==> src/rtl/alu_result_fifo.sv <==
// alu_result_fifo: first-word-fall-through FIFO for ALU results.
// Each entry holds {result, operation tag, overflow flag, error flag}.
// Alongside the queue the block keeps two accumulated statistics:
// a sticky overflow flag and a saturating error counter.
// Both are cleared by i_CLR_STAT, but a set arriving in the same cycle wins.
//
// Handshake rules, upstream and downstream alike:
// - A transfer happens on a rising edge where valid and ready are both 1.
// - valid never depends combinationally on ready, and ready never on valid.
// - o_READY depends only on occupancy and reset, so a full FIFO refuses a
//   push even in a cycle where the head is being popped.
module alu_result_fifo #(
    parameter int WIDTH = 4,
    parameter int DEPTH = 4,
    parameter int CNTW  = 8
) (
    input  logic                       i_CLK,
    input  logic                       i_RST,
    // upstream (ALU side)
    input  logic                       i_VALID,
    output logic                       o_READY,
    input  logic [WIDTH-1:0]           i_Y,
    input  logic [1:0]                 i_SEL,
    input  logic                       i_OVF,
    input  logic                       i_ERR,
    // downstream (consumer side)
    output logic                       o_VALID,
    input  logic                       i_READY,
    output logic [WIDTH-1:0]           o_Y,
    output logic [1:0]                 o_SEL,
    output logic                       o_OVF,
    output logic                       o_ERR,
    // status
    output logic [$clog2(DEPTH):0]     o_LEVEL,
    output logic                       o_OVF_STICKY,
    output logic [CNTW-1:0]            o_ERR_CNT,
    input  logic                       i_CLR_STAT
);

    localparam int PW = $clog2(DEPTH);
    localparam int LW = PW + 1;
    localparam int EW = WIDTH + 4;

    localparam logic [LW-1:0]   FULL_LEVEL = LW'(DEPTH);
    localparam logic [CNTW-1:0] CNT_MAX    = '1;

    // Storage and pointers. DEPTH is a power of two, so the pointers wrap
    // from DEPTH-1 back to 0 through natural binary overflow.
    logic [EW-1:0]   mem_q [DEPTH];
    logic [EW-1:0]   mem_d [DEPTH];
    logic [PW-1:0]   wr_ptr_q, wr_ptr_d;
    logic [PW-1:0]   rd_ptr_q, rd_ptr_d;
    logic [LW-1:0]   level_q, level_d;

    // Statistics
    logic            ovf_sticky_q, ovf_sticky_d;
    logic [CNTW-1:0] err_cnt_q, err_cnt_d;

    // Internal handshake terms
    logic            ready_int;
    logic            valid_int;
    logic            push;
    logic            pop;
    logic [EW-1:0]   wr_entry;
    logic [EW-1:0]   head_entry;

    // Handshake qualification. Reset masks both sides, so the reset cycle ignores push and pop.
    always_comb begin
        ready_int = (!i_RST) && (level_q != FULL_LEVEL);
        valid_int = (!i_RST) && (level_q != '0);
        push      = i_VALID && ready_int;
        pop       = valid_int && i_READY;
        wr_entry  = {i_Y, i_SEL, i_OVF, i_ERR};
    end

    // Storage write: only the slot under the write pointer changes on a push.
    always_comb begin
        for (int i = 0; i < DEPTH; i++) begin
            mem_d[i] = mem_q[i];
        end
        if (push) begin
            mem_d[wr_ptr_q] = wr_entry;
        end
    end

    // Pointer and occupancy update. A simultaneous push and pop leaves the level unchanged.
    always_comb begin
        wr_ptr_d = wr_ptr_q;
        rd_ptr_d = rd_ptr_q;
        level_d  = level_q;
        if (push) begin
            wr_ptr_d = wr_ptr_q + 1'b1;
        end
        if (pop) begin
            rd_ptr_d = rd_ptr_q + 1'b1;
        end
        case ({push, pop})
            2'b10:   level_d = level_q + 1'b1;
            2'b01:   level_d = level_q - 1'b1;
            default: level_d = level_q;
        endcase
    end

    // Statistics update: clear first, then an accepted flagged entry sets or counts on top.
    always_comb begin
        ovf_sticky_d = i_CLR_STAT ? 1'b0 : ovf_sticky_q;
        err_cnt_d    = i_CLR_STAT ? '0   : err_cnt_q;
        if (push && i_OVF) begin
            ovf_sticky_d = 1'b1;
        end
        if (push && i_ERR && (err_cnt_d != CNT_MAX)) begin
            err_cnt_d = err_cnt_d + 1'b1;
        end
    end

    // State registers with synchronous reset; reset also zeroes storage so the head reads 0.
    always_ff @(posedge i_CLK) begin
        if (i_RST) begin
            for (int i = 0; i < DEPTH; i++) begin
                mem_q[i] <= '0;
            end
            wr_ptr_q     <= '0;
            rd_ptr_q     <= '0;
            level_q      <= '0;
            ovf_sticky_q <= 1'b0;
            err_cnt_q    <= '0;
        end else begin
            for (int i = 0; i < DEPTH; i++) begin
                mem_q[i] <= mem_d[i];
            end
            wr_ptr_q     <= wr_ptr_d;
            rd_ptr_q     <= rd_ptr_d;
            level_q      <= level_d;
            ovf_sticky_q <= ovf_sticky_d;
            err_cnt_q    <= err_cnt_d;
        end
    end

    // Output decode. The head is read straight from storage (fall-through) and holds while not popped.
    always_comb begin
        head_entry   = mem_q[rd_ptr_q];
        o_READY      = ready_int;
        o_VALID      = valid_int;
        o_Y          = head_entry[EW-1:4];
        o_SEL        = head_entry[3:2];
        o_OVF        = head_entry[1];
        o_ERR        = head_entry[0];
        o_LEVEL      = level_q;
        o_OVF_STICKY = ovf_sticky_q;
        o_ERR_CNT    = err_cnt_q;
    end

endmodule
==> config.mk <==
export PLATFORM = sky130hd
export DESIGN_NAME = alu_result_fifo
export DESIGN_NICKNAME = d
export VERILOG_FILES = /design/src/rtl/alu_result_fifo.sv
export SDC_FILE = /design/constraint.sdc
export NUM_CORES = 1
export LEC_CHECK = 0
export CORE_UTILIZATION = 53
export CTS_CLUSTER_DIAMETER = 30
export DETAILED_ROUTE_END_ITERATION = 10
export GPL_TIMING_DRIVEN = 0
export PLACE_DENSITY = 0.8
export SETUP_SLACK_MARGIN = 0.15
export SLEW_MARGIN = 10
export SYNTH_ARGS = -nofsm -noshare
export SYNTH_HDL_FRONTEND = slang
export SYNTH_SLANG_ARGS = --single-unit
==> constraint.sdc <==
create_clock -name i_CLK -period 3.4 [get_ports i_CLK]
set_input_delay 0.51 -clock i_CLK [delete_from_list [all_inputs] [get_ports i_CLK]]
set_output_delay 0.51 -clock i_CLK [all_outputs]
set_load 0.01 [all_outputs]
==> flow_summary.json <==
{
  "slew_headroom": 0.565,
  "synth_most_common_cell": "dfxtp_1",
  "cp_num_buf_inv": 6,
  "routed.top_layer": "met4",
  "cts_made_buffers": 5,
  "place.detailed.hpwl_mm": 3.66,
  "wl_met2_mm": 2.67,
  "clock_latency_ns": 0.30,
  "path_cells": "clkdlybuf4s50_1 > nor2b_1 > clkbuf_1 > and2_1 > buf_2 > buf_2 > inv_1 > ha_1 > inv_1 > fa_1 > xor2_1 > or3_1 > a21oi_1",
  "routed_wl_mm": 5.40,
  "cts_tree": "built",
  "fmax_mhz": 361,
  "synth_area_leader_cell": "dfxtp_1",
  "outcome": "complete, no violations",
  "period_share": 0.816,
  "hp-class": "reg2reg",
  "port_buffers": 33,
  "crit_fanout": 10,
  "rsz0062_at_grt": "false",
  "hold-worst-slack_ns": 0.463,
  "die_y_um": 67.7,
  "drc": 0,
  "globalRoute.totalOverflow": 0,
  "cp_slowest_cell": "clkdlybuf4s50_1",
  "area_growth_pct": 22.0,
  "dieArea_um2": 4580,
  "cp_slowest_stage_delay_ns": 0.41,
  "max-cap-violations": 0,
  "cts_root_buffer": "clkbuf_8",
  "first_iter_violations": 176,
  "netlist_instances": 256,
  "skew_ns": 0.00231,
  "drive_gt1_frac": 0.0943,
  "design_area_um2": 2790,
  "vias_per_cell": 5.80,
  "ant_nets": 0,
  "synth_edf_count": 0,
  "num_rows": 23,
  "maxSlewViolCount": 0,
  "antenna_found_initial": 0,
  "async_flop_share": 0,
  "cp-start-kind": "primary input",
  "seq_area_frac_synth": 0.438,
  "ios": 35,
  "grt_pass1_vias": 1937,
  "end_kind": "register",
  "fin_util": 0.687,
  "final-setup-viol-count": 0,
  "dp_slack_ns": 0.331,
  "syn_area_um2": 2280,
  "min_period_ns": 2.77,
  "first_pass_iters": 4,
  "clk_path_buf_depth": 2,
  "vias": 2013,
  "grt_pass1_wl_mm": 8.85,
  "tightest_slew_ns": 0.652,
  "ys_types": 39,
  "worst-setup-path-type": "in2reg",
  "core_region_area_um2": 4060,
  "leakage_nw": 0.985,
  "postSynthAreaPerCell_um2": 8.92,
  "synthTopCellsByArea": "dfxtp_1 44%, nand3_1 7.9%, mux4_2 7.9%",
  "fin_nets": 316,
  "grt_usage": 0.263,
  "cp_top_family": "buffers and inverters",
  "detail_route.wl_per_cell_um": 15.6,
  "path_clk_slew_ns": 0.09,
  "grt_max_degree": 16,
  "cts_setup_buffers": 0,
  "cts_sinks": 50,
  "setup_ws_ns": 0.626,
  "synth_flop_cell": "dfxtp_1",
  "synth.top_cell.area_share": 0.438,
  "cp.required_ns": 3.64,
  "syn_nets": 276,
  "die_w_um": 67.7,
  "ir_drop_uv": 329,
  "cts.htree.levels": 2,
  "ys_seq_elements": 50,
  "num_antenna_cells": 0,
  "p_per_area_nw_per_um2": 431,
  "ys_top_cells_by_count": "50 x dfxtp_1, 36 x nand3_1, 34 x a21oi_1",
  "r2r_cells": 11,
  "final-hold-violation-count": 0,
  "ys_warn_count": 0,
  "gp_congestion": 0.815,
  "cts_resized": 0,
  "drt-met1-wl_mm": 2.40,
  "wl_met3_um": 280,
  "worstPathArrival_ns": 3.01,
  "path_depth": 13,
  "min_path_cells": 2,
  "fin_setup_tns_ns": 0,
  "initial_core_util": 0.563,
  "dpl-instance-area_um2": 2680,
  "cts_hold_buf": 0
}
worst paths after layout:
path                                  start     endpoint  slack [ns]
worst max-delay path                i_VALID   o_LEVEL[2]        0.63
worst min-delay path            mem_q[2][6]  mem_q[2][6]        0.46
worst max register to register   o_LEVEL[2]   o_LEVEL[2]        0.78
worst min register to register  mem_q[2][6]  mem_q[2][6]        0.46
kinds of logic after synthesis:
group / Yosys count / share of synthesized area
fa+ha+maj: 7 / 0.0416
mux: 13 / 0.101
flops: 50 / 0.438
buf+inv: 26 / 0.0493
compound gates: 48 / 0.118
simple gates: 108 / 0.237
xor+xnor: 4 / 0.0153
worst register-to-register path, delay by kind of cell, from the launching register on:
| kind | cells | cell delay [ns] |
|---|---|---|
| flip-flops | 1 | 0.40 |
| AO/OA/AOI/OAI | 1 | 0.14 |
| XOR/XNOR | 1 | 0.15 |
| AND/OR/NAND/NOR | 3 | 0.82 |
| buffers and inverters | 4 | 0.49 |
| adder cells (fa/ha/maj) | 2 | 0.55 |
power by group:
part | switching (mW) | leakage [nW] | internal (mW)
clock | 0.198 | 0.0579 | 0.217
sequential | 0.0136 | 0.405 | 0.604
combinational | 0.0929 | 0.523 | 0.0748
total | 0.305 | 0.985 | 0.896
routing by layer:
layer / up-vias / track usage
li1: 983 / -
met1: 968 / 0.326
met2: 56 / 0.443
met3: 6 / 0.0524
met4: 0 / 0.104
met5: - / 0
area by class of cell:
class | count | area, um2
clock buffer | 5 | 68.8
sequential | 50 | 1000
multi-input combinational | 180 | 1170
tap | 50 | 62.6
timing repair buffer | 33 | 330
fill | 348 | 1270
buffer | 19 | 86.3
clock inverter | 3 | 40.0
inverter | 7 | 26.3
sequential cells by signal, indices dropped and copies added (netlist names), named ones only:
register      flops
mem_q            32
o_ERR_CNT         8
o_LEVEL           3
o_OVF_STICKY      1
rd_ptr_q          2
wr_ptr_q          2
stage by stage:
stage               instances  power (mW)
floorplan                 256       0.725
global placement          339       0.793
detailed placement        339       0.796
CTS                       347        1.20
global route              347        1.25
finish                    347        1.20
cells in the final DEF (no fill, tap or decap), types with 7 or more instances in the layout:
master,instances
a21oi_1,34
clkbuf_1,8
clkdlybuf4s50_1,33
dfxtp_1,50
inv_1,7
mux4_2,8
nand2_1,33
nand3_1,36
nor2_1,12
No activity file was read; power rests on OpenSTA's default activity.
